$ cat src/rtl/fxp_pkg.sv
// Shared fixed-point format constants and FSM state encodings for the
// multiplier arbiter slice.
package fxp_pkg;
    localparam int FXP_BITSIZE   = 20;
    localparam int FXP_INT_BITS  = 4;
    localparam int FXP_FRAC_BITS = 15;

    localparam logic [1:0] ST_IDLE = 2'd0;
    localparam logic [1:0] ST_MUL  = 2'd1;
    localparam logic [1:0] ST_HOLD = 2'd2;
endpackage

$ cat src/rtl/fixed_point_multiply.sv
// Combinational signed fixed-point multiply (sign + int + FXP_FRAC_BITS frac).
// Result is floor-scaled back to the operand format and saturated.
module fixed_point_multiply import fxp_pkg::*; #(
    parameter int BITSIZE = FXP_BITSIZE
) (
    input  logic [BITSIZE-1:0] a,
    input  logic [BITSIZE-1:0] b,
    output logic [BITSIZE-1:0] c
);
    logic signed [2*BITSIZE-1:0] a_x, b_x, prod, scaled;
    logic                        overflow;

    assign a_x    = {{BITSIZE{a[BITSIZE-1]}}, a};
    assign b_x    = {{BITSIZE{b[BITSIZE-1]}}, b};
    assign prod   = a_x * b_x;
    assign scaled = prod >>> FXP_FRAC_BITS;

    // Fits only when every bit above the result sign bit matches it.
    assign overflow = (|scaled[2*BITSIZE-1:BITSIZE-1]) & ~(&scaled[2*BITSIZE-1:BITSIZE-1]);

    always_comb begin
        c = scaled[BITSIZE-1:0];
        if (overflow)
            c = scaled[2*BITSIZE-1] ? {1'b1, {(BITSIZE-1){1'b0}}} : {1'b0, {(BITSIZE-1){1'b1}}};
    end
endmodule

$ cat src/rtl/rr_arbiter.sv
// Round-robin request picker: first asserted request at or after ptr wins.
// gnt is one-hot and only driven when en is high; any reports a pending request.
module rr_arbiter #(
    parameter int NUM_REQ = 4,
    parameter int ID_W    = (NUM_REQ > 1) ? $clog2(NUM_REQ) : 1
) (
    input  logic [NUM_REQ-1:0] req,
    input  logic [ID_W-1:0]    ptr,
    input  logic               en,
    output logic [NUM_REQ-1:0] gnt,
    output logic [ID_W-1:0]    gnt_idx,
    output logic               any
);
    always_comb begin
        logic [ID_W-1:0] idx;
        logic            found;
        idx     = '0;
        found   = 1'b0;
        gnt_idx = '0;
        for (int k = 0; k < NUM_REQ; k++) begin
            idx = ID_W'((int'(ptr) + k) % NUM_REQ);
            if (!found && req[idx]) begin
                found   = 1'b1;
                gnt_idx = idx;
            end
        end
        any = found;
        gnt = '0;
        if (en && found)
            gnt[gnt_idx] = 1'b1;
    end
endmodule

$ cat src/rtl/fixed_point_mul_arbiter.sv
// Shares one fixed_point_multiply between NUM_REQ requesters with round-robin
// arbitration and a single id-tagged, registered response channel.
module fixed_point_mul_arbiter import fxp_pkg::*; #(
    parameter int BITSIZE = FXP_BITSIZE,
    parameter int NUM_REQ = 4,
    parameter int ID_W    = (NUM_REQ > 1) ? $clog2(NUM_REQ) : 1
) (
    input  logic                       clk,
    input  logic                       rst_n,
    input  logic [NUM_REQ-1:0]         req_valid,
    input  logic [NUM_REQ*BITSIZE-1:0] req_a,
    input  logic [NUM_REQ*BITSIZE-1:0] req_b,
    output logic [NUM_REQ-1:0]         req_ready,
    output logic                       res_valid,
    output logic [BITSIZE-1:0]         res_data,
    output logic [ID_W-1:0]            res_id,
    input  logic                       res_ready,
    output logic                       busy
);
    logic [1:0]                      state, next_state;
    logic [ID_W-1:0]                 rr_ptr, op_id, gnt_idx;
    logic [BITSIZE-1:0]              op_a, op_b, product;
    logic [NUM_REQ-1:0][BITSIZE-1:0] lane_a, lane_b;
    logic                            arb_en, any_req, grant;

    assign lane_a = req_a;
    assign lane_b = req_b;
    assign grant  = arb_en & any_req;

    rr_arbiter #(.NUM_REQ(NUM_REQ), .ID_W(ID_W)) u_arb (
        .req(req_valid), .ptr(rr_ptr), .en(arb_en),
        .gnt(req_ready), .gnt_idx(gnt_idx), .any(any_req)
    );

    fixed_point_multiply #(.BITSIZE(BITSIZE)) u_mul (
        .a(op_a), .b(op_b), .c(product)
    );

    always_ff @(posedge clk or negedge rst_n) begin
        if (!rst_n) state <= ST_IDLE;
        else        state <= next_state;
    end

    always_comb begin
        next_state = ST_IDLE;
        case (state)
            ST_IDLE: next_state = any_req ? ST_MUL : ST_IDLE;
            ST_MUL:  next_state = ST_HOLD;
            ST_HOLD: next_state = !res_ready ? ST_HOLD : (any_req ? ST_MUL : ST_IDLE);
            default: next_state = ST_IDLE;
        endcase
    end

    // Grants are gated by rst_n so req_ready reads 0 while reset is held.
    always_comb begin
        arb_en = 1'b0;
        busy   = (state != ST_IDLE);
        case (state)
            ST_IDLE: arb_en = rst_n;
            ST_HOLD: arb_en = rst_n & res_ready;
            default: arb_en = 1'b0;
        endcase
    end

    always_ff @(posedge clk or negedge rst_n) begin
        if (!rst_n) begin
            rr_ptr    <= '0;
            op_a      <= '0;
            op_b      <= '0;
            op_id     <= '0;
            res_valid <= 1'b0;
            res_data  <= '0;
            res_id    <= '0;
        end else begin
            if (grant) begin
                op_a   <= lane_a[gnt_idx];
                op_b   <= lane_b[gnt_idx];
                op_id  <= gnt_idx;
                rr_ptr <= (gnt_idx == ID_W'(NUM_REQ - 1)) ? '0 : gnt_idx + 1'b1;
            end
            if (state == ST_MUL) begin
                res_data  <= product;
                res_id    <= op_id;
                res_valid <= 1'b1;
            end else if (state != ST_HOLD || res_ready) begin
                res_valid <= 1'b0;
            end
        end
    end
endmodule

$ cat config.mk
export PLATFORM = sky130hd
export DESIGN_NAME = fixed_point_mul_arbiter
export DESIGN_NICKNAME = d
export VERILOG_FILES = /design/src/rtl/fxp_pkg.sv /design/src/rtl/fixed_point_multiply.sv /design/src/rtl/rr_arbiter.sv /design/src/rtl/fixed_point_mul_arbiter.sv
export SDC_FILE = /design/constraint.sdc
export NUM_CORES = 1
export LEC_CHECK = 0
export CELL_PAD_IN_SITES_DETAIL_PLACEMENT = 1
export CELL_PAD_IN_SITES_GLOBAL_PLACEMENT = 1
export CORE_MARGIN = 4
export CORE_UTILIZATION = 30
export CTS_CLUSTER_DIAMETER = 50
export DETAILED_ROUTE_END_ITERATION = 8
export PLACE_DENSITY_LB_ADDON = 0.1
export SKIP_CTS_REPAIR_TIMING = 1
export SYNTH_ARGS = -nofsm -noshare
export SYNTH_HDL_FRONTEND = slang
export SYNTH_HIERARCHICAL = 1
export SYNTH_SLANG_ARGS = --single-unit
$ cat constraint.sdc
create_clock -name clk -period 10.6 [get_ports clk]
set_input_delay 2.12 -clock clk [delete_from_list [all_inputs] [get_ports clk]]
set_output_delay 2.12 -clock clk [all_outputs]
set_load 0.02 [all_outputs]
==> results of run 1 <==
state kept, by name, summed over array words and instances (netlist names):
register	flops
op_a	20
rr_ptr	2
op_b	20
res_valid	1
res_id	2
op_id	2
res_data	20
state	2
routing by layer:
layer  GRT usage [%]  share of wire [%]  up-vias
li1                -                  -     5986
met1            22.9                 42     7151
met2            35.5                 55      192
met3            1.60                2.5       36
met4            2.95                1.2        0
met5               0                  0        -
stage by stage:
stage	worst slack, ns	util, %	instances	hold WS, ns
5_1_grt	0.932	35.4	2884	0.520
6_report	1.54	35.4	2884	0.493
4_1_cts	1.56	35.4	2884	0.502
2_1_floorplan	2.95	-	1913	0.473
3_3_place_gp	1.73	35.0	2868	0.482
3_5_place_dp	1.62	35.0	2868	0.487
cell type report:
cell class	count	area share, %
flip-flops and latches	69	7.84
clock buffers	9	1.02
inverters	456	7.77
repair buffers	218	9.62
clock inverters	7	0.329
multi-input cells	1288	68.7
well taps	837	4.75
critical path: cells and delay by family, from the launching register on:
family	cells	cell delay, ns
muxes	1	0.31
xor gates and xnor gates	1	0.16
adders and majority gates	8	4.25
DFF	1	0.89
and+or+nand+nor	5	1.24
AOI/OAI and AO/OA	4	1.45
buffers and inverters	5	0.62
cell families (layout without fill, tap and decap cells):
kind of cell	after synthesis	after routing	share of synthesized area [%]
mux	106	106	8.70
simple gates	514	514	14.0
compound gates	109	109	4.16
buf+inv	556	690	11.3
fa+ha+maj	524	524	51.1
xor+xnor	35	35	1.65
flops	69	69	9.10
worst paths after layout:
path	start	end	slack, ns	depth (start not counted)
max	op_a[19]	res_data[13]	1.54	24
min	res_valid	res_valid	0.49	1
max reg2reg	op_a[19]	res_data[13]	1.54	24
min reg2reg	res_valid	res_valid	0.49	1
max in group asynchronous	rst_n	res_data[9]	7.98	2
min in group asynchronous	rst_n	res_valid	1.71	1
cell usage in the layout (no fill, tap or decap), drive strengths merged, types with 13 or more instances in the layout:
| cell type | instances |
|---|---|
| and2 | 218 |
| xnor2 | 26 |
| clkdlybuf4s50 | 193 |
| a21oi | 46 |
| mux2 | 66 |
| dfrtp | 69 |
| mux4 | 40 |
| o21ai | 13 |
| buf | 25 |
| ha | 105 |
| nor2 | 33 |
| fa | 419 |
| nand2 | 196 |
| nand3 | 13 |
| inv | 458 |
==> insert_results.sql, run 1 <==
INSERT INTO impl_metrics (metric_group, metric, value, unit) VALUES
('yosys', 'netlist-cell-type-count', '63', ''),
('yosys', 'synth.top_cells.by_area', 'sky130_fd_sc_hd__fa_1 44%, sky130_fd_sc_hd__dfrtp_1 9.1%, sky130_fd_sc_hd__inv_1 9.0%', ''),
('clocking', 'clockRootBuffer', 'sky130_fd_sc_hd__clkbuf_16', ''),
('global_route', 'grt_overflow_total', '0', ''),
('layout', 'num_antenna_cells', '0', ''),
('yosys', 'synth_top_area_cell', 'sky130_fd_sc_hd__fa_1', ''),
('critical_path', 'timing.critical_path.to_type', 'flop', ''),
('die', 'start_util', '30.5', '%'),
('yosys', 'synth.cell_area', '19000', 'sq um'),
('yosys', 'synth_top_flop_cell', 'sky130_fd_sc_hd__dfrtp_1', ''),
('critical_path', 'required', '10.85', 'ns'),
('timing', 'setup_tns', '0', 'ns'),
('critical_path', 'cp_slowest_cell', 'sky130_fd_sc_hd__o41ai_4', ''),
('critical_path', 'cell_chain_critical_path', 'nand2_1 -> inv_1 -> fa_1 -> fa_1 -> inv_1 -> fa_1 -> inv_1 -> fa_1 -> inv_1 -> fa_1 -> fa_1 -> fa_1 -> inv_1 -> ha_1 -> and2_0 -> nand4_1 -> or3_1 -> a211oi_1 -> o31ai_1 -> and2b_2 -> xnor2_2 -> o41ai_4 -> a21oi_1 -> mux2_2', ''),
('layout', 'nNetsFinal', '2733', ''),
('global_route', 'global_route_wire_length_before_repair', '94900', 'um'),
('die', 'die_h', '260', 'um'),
('timing', 'hold_viol', '0', ''),
('yosys', 'synthTopCellsByCount', '456 x sky130_fd_sc_hd__inv_1, 419 x sky130_fd_sc_hd__fa_1, 217 x sky130_fd_sc_hd__and2_1', ''),
('yosys', 'yosys_register_bits', '69', ''),
('yosys', 'yosysMostFrequentCell', 'sky130_fd_sc_hd__inv_1', ''),
('critical_path', 'cpPeakStageDelay', '0.99', 'ns'),
('critical_path', 'critPathMostFrequentCell', 'sky130_fd_sc_hd__fa_1', ''),
('placed_design', 'gpl_wtd_cong', '0.819', ''),
('yosys', 'synthesis.instances', '1913', ''),
('timing', 'finalSetupViolations', '0', ''),
('route', 'drt-initial-drc-count', '445', ''),
('timing', 'final-max-slew-violation-count', '0', ''),
('clocking', 'tritoncts', 'done', ''),
('route', 'detailroute.via_count', '13400', ''),
('clocking', 'cts_htree_levels', '3', ''),
('timing', 'grt_setup_unrepaired', 'no', ''),
('clocking', 'cts_inserted_buffers', '9', ''),
('clocking', 'worstSkewPairLatency', '0.37', 'ns'),
('timing', 'min_period_over_period', '85.4', '%'),
('route', 'postRouteWirelength', '59400', 'um'),
('hold_path', 'hold_removal_path_class', 'reg -> reg', ''),
('layout', 'share_of_cells_above_drive_strength_1', '8.06', '%'),
('route', 'count_of_unresolved_drc_violations_after_routing', '0', ''),
('clocking', 'ctsLongestPathBuffers', '2', ''),
('yosys', 'ys_seq_area_share', '9.10', '%'),
('die', 'core', '62200', 'sq um'),
('timing', 'timing.max_slew.rel_slack', '26.2', '%'),
('timing', 'final_period_minus_worst_setup_slack', '9.06', 'ns'),
('timing', 'fmaxAchievable', '0.110', 'GHz'),
('die', 'floorplan.die_area', '67400', 'sq um'),
('timing', 'worstMarginPinSlew', '1.11', 'ns'),
('yosys', 'total_nets_after_synthesis', '2604', ''),
('job', 'maxCapViolations', '0', ''),
('die', 'fp-row-count', '91', ''),
('global_route', 'antenna_violations_before_repair', '4', ''),
('global_route', 'grt_pass1_vias', '16200', ''),
('die', 'dieWidth', '260', 'um'),
('clocking', 'cts.clk_slew.worst_paths', '0.06', 'ns'),
('route', 'vias_per_cell', '4.63', ''),
('layout', 'syn2layout_area_growth', '16.1', '%'),
('clocking', 'numClockSinks', '69', ''),
('layout', 'ff_latch_area', '1730', 'sq um'),
('route', 'post_drt_wl_per_cell', '20.6', 'um'),
('placed_design', 'place.port_buffers', '194', ''),
('critical_path', 'worst_setup_path_start_kind', 'flop', ''),
('yosys', 'number_of_enable_type_register_cells_in_the_synthesized_netlist', '0', ''),
('yosys', 'ys.warnings.count', '6', ''),
('critical_path', 'critPathArrivalTime', '9.31', 'ns'),
('route', 'dr.pass1.iters', '4', ''),
('status', 'status', 'completed', ''),
('yosys', 'area_share_of_the_largest_cell_type_after_synthesis', '44.2', '%'),
('yosys', 'syn-mean-instance-area', '9.92', 'sq um'),
('layout', 'finalInstanceArea', '22000', 'sq um'),
('die', 'ioPinCount', '195', ''),
('critical_path', 'worst-setup-path-type', 'reg -> reg', '');
Power of run 1 is not shown: default switching activity piles up to over one toggle a cycle in this logic, so the estimate is an artifact.
==> inputs of run 2 (changes only) <==
Settings changed: PLACE_DENSITY from default to 0.56, PLACE_DENSITY_LB_ADDON 0.1 to default.
==> insert_results.sql, run 2 (synthesis gave the netlist of run 1 again) <==
INSERT INTO impl_metrics (metric_group, metric, value, unit) VALUES
('die', 'start_util', '30.5', '%'),
('timing', 'skew', '0.0128', 'ns'),
('timing', 'final-max-slew-violation-count', '0', ''),
('timing', 'grt_setup_unrepaired', 'no', ''),
('timing', 'timing.max_slew.rel_slack', '15.2', '%'),
('critical_path', 'path_delay_family', 'adder cells', ''),
('global_route', 'global_route_wire_length_before_repair', '91700', 'um'),
('die', 'dieWidth', '260', 'um'),
('clocking', 'cts_htree_levels', '3', ''),
('route', 'post_drt_wl_per_cell', '19.6', 'um'),
('critical_path', 'path_buf_inv', '5', ''),
('die', 'die_h', '260', 'um'),
('global_route', 'antenna_violations_before_repair', '1', ''),
('critical_path', 'rr_startpoint', 'op_a[19]', ''),
('timing', 'fmaxAchievable', '0.110', 'GHz'),
('clocking', 'numClockSinks', '69', ''),
('placed_design', 'pre_cts_slack', '1.53', 'ns'),
('placed_design', 'place.port_buffers', '194', ''),
('clocking', 'clockRootBuffer', 'sky130_fd_sc_hd__clkbuf_16', ''),
('placed_design', 'place.detailed.hpwl', '47700', 'um'),
('die', 'fp-row-count', '91', ''),
('route', 'detailroute.via_count', '13400', ''),
('critical_path', 'worst-setup-path-type', 'reg -> reg', ''),
('global_route', 'global_route.usage.total', '17.5', '%'),
('clocking', 'worstSkewPairLatency', '0.37', 'ns'),
('placed_design', 'dp.cells', '2860', ''),
('route', 'vias_per_cell', '4.65', ''),
('die', 'core', '62200', 'sq um'),
('layout', 'syn2layout_area_growth', '15.9', '%'),
('critical_path', 'timing.critical_path.from', 'op_a[19]', ''),
('layout', 'mostFrequentLayoutCell', 'sky130_fd_sc_hd__inv_1', ''),
('placed_design', 'gpl_wtd_cong', '0.830', ''),
('clocking', 'tritoncts', 'done', ''),
('job', 'maxCapViolations', '0', ''),
('global_route', 'grt_max_degree', '72', ''),
('status', 'status', 'completed', ''),
('route', 'postRouteWirelength', '56500', 'um'),
('critical_path', 'cp_slowest_cell', 'sky130_fd_sc_hd__o41ai_4', ''),
('route', 'drt-initial-drc-count', '376', ''),
('die', 'floorplan.die_area', '67400', 'sq um'),
('critical_path', 'required', '10.84', 'ns'),
('timing', 'hold_viol', '0', ''),
('layout', 'commonest_cells_after_routing_fill_and_taps_aside', '456 x sky130_fd_sc_hd__inv_1, 419 x sky130_fd_sc_hd__fa_1, 217 x sky130_fd_sc_hd__and2_1, 195 x sky130_fd_sc_hd__nand2_1, 193 x sky130_fd_sc_hd__clkdlybuf4s50_1', ''),
('timing', 'setup_tns', '0', 'ns'),
('clocking', 'cts.clk_slew.worst_paths', '0.07', 'ns'),
('route', 'final_ant_viol_nets', '0', ''),
('global_route', 'grt_pass1_vias', '16400', ''),
('clocking', 'ctsLongestPathBuffers', '2', ''),
('critical_path', 'critPathArrivalTime', '9.34', 'ns'),
('critical_path', 'crit_path_max_fanout', '21', ''),
('route', 'dr.pass1.iters', '4', ''),
('layout', 'share_of_cells_above_drive_strength_1', '7.70', '%'),
('hold_path', 'hold_removal_path_class', 'reg -> reg', ''),
('timing', 'finalSetupViolations', '0', ''),
('critical_path', 'cell_chain_critical_path', 'nand2_1 -> inv_1 -> fa_1 -> fa_1 -> inv_1 -> fa_1 -> inv_1 -> fa_1 -> inv_1 -> fa_1 -> fa_1 -> fa_1 -> inv_1 -> ha_1 -> and2_0 -> nand4_1 -> or3_1 -> a211oi_1 -> o31ai_1 -> and2b_2 -> xnor2_2 -> o41ai_4 -> a21oi_1 -> mux2_2', ''),
('timing', 'timing.final.ws_setup', '1.50', 'ns'),
('critical_path', 'cpPeakStageDelay', '0.96', 'ns'),
('global_route', 'grt_overflow_total', '0', ''),
('layout', 'final_core_utilization', '35.4', '%'),
('layout', 'nNetsFinal', '2725', ''),
('critical_path', 'worst_setup_path_start_kind', 'flop', ''),
('layout', 'n_fill_cell', '7092', ''),
('layout', 'post_layout_nonfiller_instances', '2877', ''),
('die', 'ioPinCount', '195', ''),
('timing', 'worstMarginPinSlew', '1.27', 'ns'),
('hold_path', 'startpoint_of_the_worst_hold_path', 'res_valid', ''),
('layout', 'top_regs', 'op_a: 20 flops, op_b: 20 flops, res_data: 20 flops', ''),
('timing', 'min_period_over_period', '85.9', '%'),
('critical_path', 'timing.critical_path.to_type', 'flop', ''),
('route', 'count_of_unresolved_drc_violations_after_routing', '0', ''),
('critical_path', 'critPathMostFrequentCell', 'sky130_fd_sc_hd__fa_1', ''),
('timing', 'final_period_minus_worst_setup_slack', '9.10', 'ns'),
('critical_path', 'setup_slack_on_the_worst_flop_to_flop_path', '1.50', 'ns'),
('clocking', 'cts_inserted_buffers', '9', '');
## run 2: worst paths after layout
| path | end | cells past startpoint |
|---|---|---|
| setup / recovery | res_data[17] | 24 |
| hold / removal | res_valid | 1 |
| setup reg to reg | res_data[17] | 24 |
| hold reg to reg | res_valid | 1 |
| max in group asynchronous | op_a[14] | 1 |
| min in group asynchronous | op_b[0] | 1 |
## run 2: per-layer routing
layer / wire length (um) / track usage (%)
met1: 23700 / 21.3
met2: 31000 / 33.6
met3: 1070 / 1.76
met4: 641 / 3.03
met5: 0 / 0
## run 2: area by class of cell
cell class              count  area [sq um]  share of cell area (%)
clock inverters             7          98.8                   0.449
multi-input cells        1288         15100                    68.8
well taps                 837          1050                    4.76
flip-flops and latches     69          1730                    7.85
diodes                      1          2.50                  0.0114
inverters                 456          1710                    7.78
clock buffers               9           225                    1.02
repair buffers            210          2060                    9.36
## run 2: worst reg2reg max path: cells and delay by family, from the launching register on
| kind | cells | cell delay (ns) |
|---|---|---|
| mux | 1 | 0.32 |
| compound gates | 4 | 1.55 |
| buf+inv | 5 | 0.60 |
| fa+ha+maj | 8 | 4.26 |
| xor+xnor | 1 | 0.16 |
| flops | 1 | 0.80 |
| simple gates | 5 | 1.31 |
## run 2: stage by stage
step	hold WS, ns	area, sq um
after global placement	0.482	21700
after CTS	0.507	22000
final	0.500	22000
after detailed placement	0.490	21700
after floorplan	0.473	19000
after global routing	0.524	22000
Power of run 2 is left out for the same reason.
==> inputs of run 3 (changes only) <==
Settings changed: CAP_MARGIN from default to 10.
==> insert_results.sql, run 3 (synthesis gave the netlist of run 1 again) <==
INSERT INTO impl_metrics (metric_group, metric, value, unit) VALUES
('timing', 'worstMarginPinSlew', '1.27', 'ns'),
('global_route', 'grt_max_degree', '72', ''),
('global_route', 'grt_overflow_total', '0', ''),
('hold_path', 'hold_removal_path_class', 'reg -> reg', ''),
('global_route', 'global_route.usage.total', '17.5', '%'),
('clocking', 'cts_htree_levels', '3', ''),
('timing', 'skew', '0.0129', 'ns'),
('clocking', 'worstSkewPairLatency', '0.37', 'ns'),
('clocking', 'cts.clk_slew.worst_paths', '0.07', 'ns'),
('route', 'drt-initial-drc-count', '388', ''),
('global_route', 'grt_pass1_vias', '16400', ''),
('job', 'maxCapViolations', '0', ''),
('die', 'fp-row-count', '91', ''),
('route', 'postRouteWirelength', '56600', 'um'),
('die', 'floorplan.die_area', '67400', 'sq um'),
('route', 'detailroute.via_count', '13400', ''),
('timing', 'min_period_over_period', '85.8', '%'),
('placed_design', 'gpl_wtd_cong', '0.830', ''),
('critical_path', 'crit_path_max_fanout', '21', ''),
('critical_path', 'required', '10.84', 'ns'),
('route', 'vias_per_cell', '4.65', ''),
('timing', 'grt_setup_unrepaired', 'no', ''),
('clocking', 'numClockSinks', '69', ''),
('critical_path', 'critPathArrivalTime', '9.33', 'ns'),
('timing', 'hold_viol', '0', ''),
('die', 'start_util', '30.5', '%'),
('critical_path', 'worst-setup-path-type', 'reg -> reg', ''),
('timing', 'final_period_minus_worst_setup_slack', '9.09', 'ns'),
('clocking', 'tritoncts', 'done', ''),
('layout', 'mostFrequentLayoutCell', 'sky130_fd_sc_hd__inv_1', ''),
('timing', 'final-max-slew-violation-count', '0', ''),
('die', 'dieWidth', '260', 'um'),
('clocking', 'ctsLongestPathBuffers', '2', ''),
('clocking', 'cts_inserted_buffers', '9', ''),
('die', 'die_h', '260', 'um'),
('layout', 'nNetsFinal', '2726', ''),
('global_route', 'global_route_wire_length_before_repair', '91700', 'um'),
('layout', 'top_regs', 'op_a: 20 flops, op_b: 20 flops, res_data: 20 flops', ''),
('timing', 'fmaxAchievable', '0.110', 'GHz'),
('placed_design', 'place.port_buffers', '194', ''),
('status', 'status', 'completed', ''),
('route', 'count_of_unresolved_drc_violations_after_routing', '0', ''),
('layout', 'commonest_cells_after_routing_fill_and_taps_aside', '456 x sky130_fd_sc_hd__inv_1, 419 x sky130_fd_sc_hd__fa_1, 217 x sky130_fd_sc_hd__and2_1, 195 x sky130_fd_sc_hd__nand2_1, 193 x sky130_fd_sc_hd__clkdlybuf4s50_1', ''),
('clocking', 'clockRootBuffer', 'sky130_fd_sc_hd__clkbuf_16', ''),
('critical_path', 'worst_setup_path_start_kind', 'flop', ''),
('timing', 'timing.max_slew.rel_slack', '15.6', '%'),
('route', 'dr.pass1.iters', '4', ''),
('timing', 'setup_tns', '0', 'ns'),
('die', 'ioPinCount', '195', ''),
('global_route', 'antenna_violations_before_repair', '1', ''),
('timing', 'finalSetupViolations', '0', ''),
('die', 'core', '62200', 'sq um'),
('route', 'post_drt_wl_per_cell', '19.7', 'um'),
('placed_design', 'place.detailed.hpwl', '47700', 'um'),
('layout', 'share_of_cells_above_drive_strength_1', '7.75', '%'),
('route', 'final_ant_viol_nets', '0', ''),
('critical_path', 'timing.critical_path.to_type', 'flop', ''),
('layout', 'syn2layout_area_growth', '16.0', '%');
run 3: routing by layer:
layer | track usage (%) | share of wire [%] | wire [um] | vias to the layer above
li1 | - | - | - | 5986
met1 | 21.3 | 42 | 23700 | 7189
met2 | 33.6 | 55 | 31000 | 165
met3 | 1.76 | 2.2 | 1250 | 36
met4 | 3.03 | 1.1 | 645 | 0
met5 | 0 | 0 | 0 | -
run 3: final timing paths:
path	startpoint	to	slack (ns)	cells past startpoint
setup / recovery	op_a[19]	res_data[17]	1.51	24
hold / removal	res_valid	res_valid	0.50	1
setup reg to reg	op_a[19]	res_data[17]	1.51	24
hold reg to reg	res_valid	res_valid	0.50	1
max in group asynchronous	rst_n	op_a[14]	8.01	1
min in group asynchronous	rst_n	op_b[0]	1.93	1
run 3: layout make-up:
class	count	area, sq um
Clock buffer	9	225
Fill cell	7091	40100
Antenna cell	1	2.50
Inverter	456	1710
Tap cell	837	1050
Multi-Input combinational cell	1288	15100
Clock inverter	7	98.8
Sequential cell	69	1730
Timing Repair Buffer	211	2070
run 3: metrics by stage:
stage          setup slack [ns]  cells  hold slack (ns)  cell area [sq um]  util, %
5_1_grt                   0.922   2877            0.524              22000     35.4
3_5_place_dp               1.53   2860            0.490              21700     34.9
3_3_place_gp               1.81   2860            0.482              21700     34.9
4_1_cts                    1.47   2876            0.507              22000     35.4
2_1_floorplan              2.95   1913            0.473              19000        -
6_report                   1.51   2878            0.500              22000     35.4
run 3: worst max-delay path, stage by stage (launching register included):
cell	delay [ns]
sky130_fd_sc_hd__dfrtp_1	0.81
sky130_fd_sc_hd__nand2_1	0.20
sky130_fd_sc_hd__inv_1	0.16
sky130_fd_sc_hd__fa_1	0.55
sky130_fd_sc_hd__fa_1	0.61
sky130_fd_sc_hd__inv_1	0.06
sky130_fd_sc_hd__fa_1	0.66
sky130_fd_sc_hd__inv_1	0.28
sky130_fd_sc_hd__fa_1	0.58
sky130_fd_sc_hd__inv_1	0.06
sky130_fd_sc_hd__fa_1	0.55
sky130_fd_sc_hd__fa_1	0.43
sky130_fd_sc_hd__fa_1	0.49
sky130_fd_sc_hd__inv_1	0.04
sky130_fd_sc_hd__ha_1	0.39
sky130_fd_sc_hd__and2_0	0.31
sky130_fd_sc_hd__nand4_1	0.19
sky130_fd_sc_hd__or3_1	0.35
sky130_fd_sc_hd__a211oi_1	0.25
sky130_fd_sc_hd__o31ai_1	0.14
sky130_fd_sc_hd__and2b_2	0.23
sky130_fd_sc_hd__xnor2_2	0.16
sky130_fd_sc_hd__o41ai_4	0.96
sky130_fd_sc_hd__a21oi_1	0.19
sky130_fd_sc_hd__mux2_2	0.32
Power of run 3 is left out for the same reason.
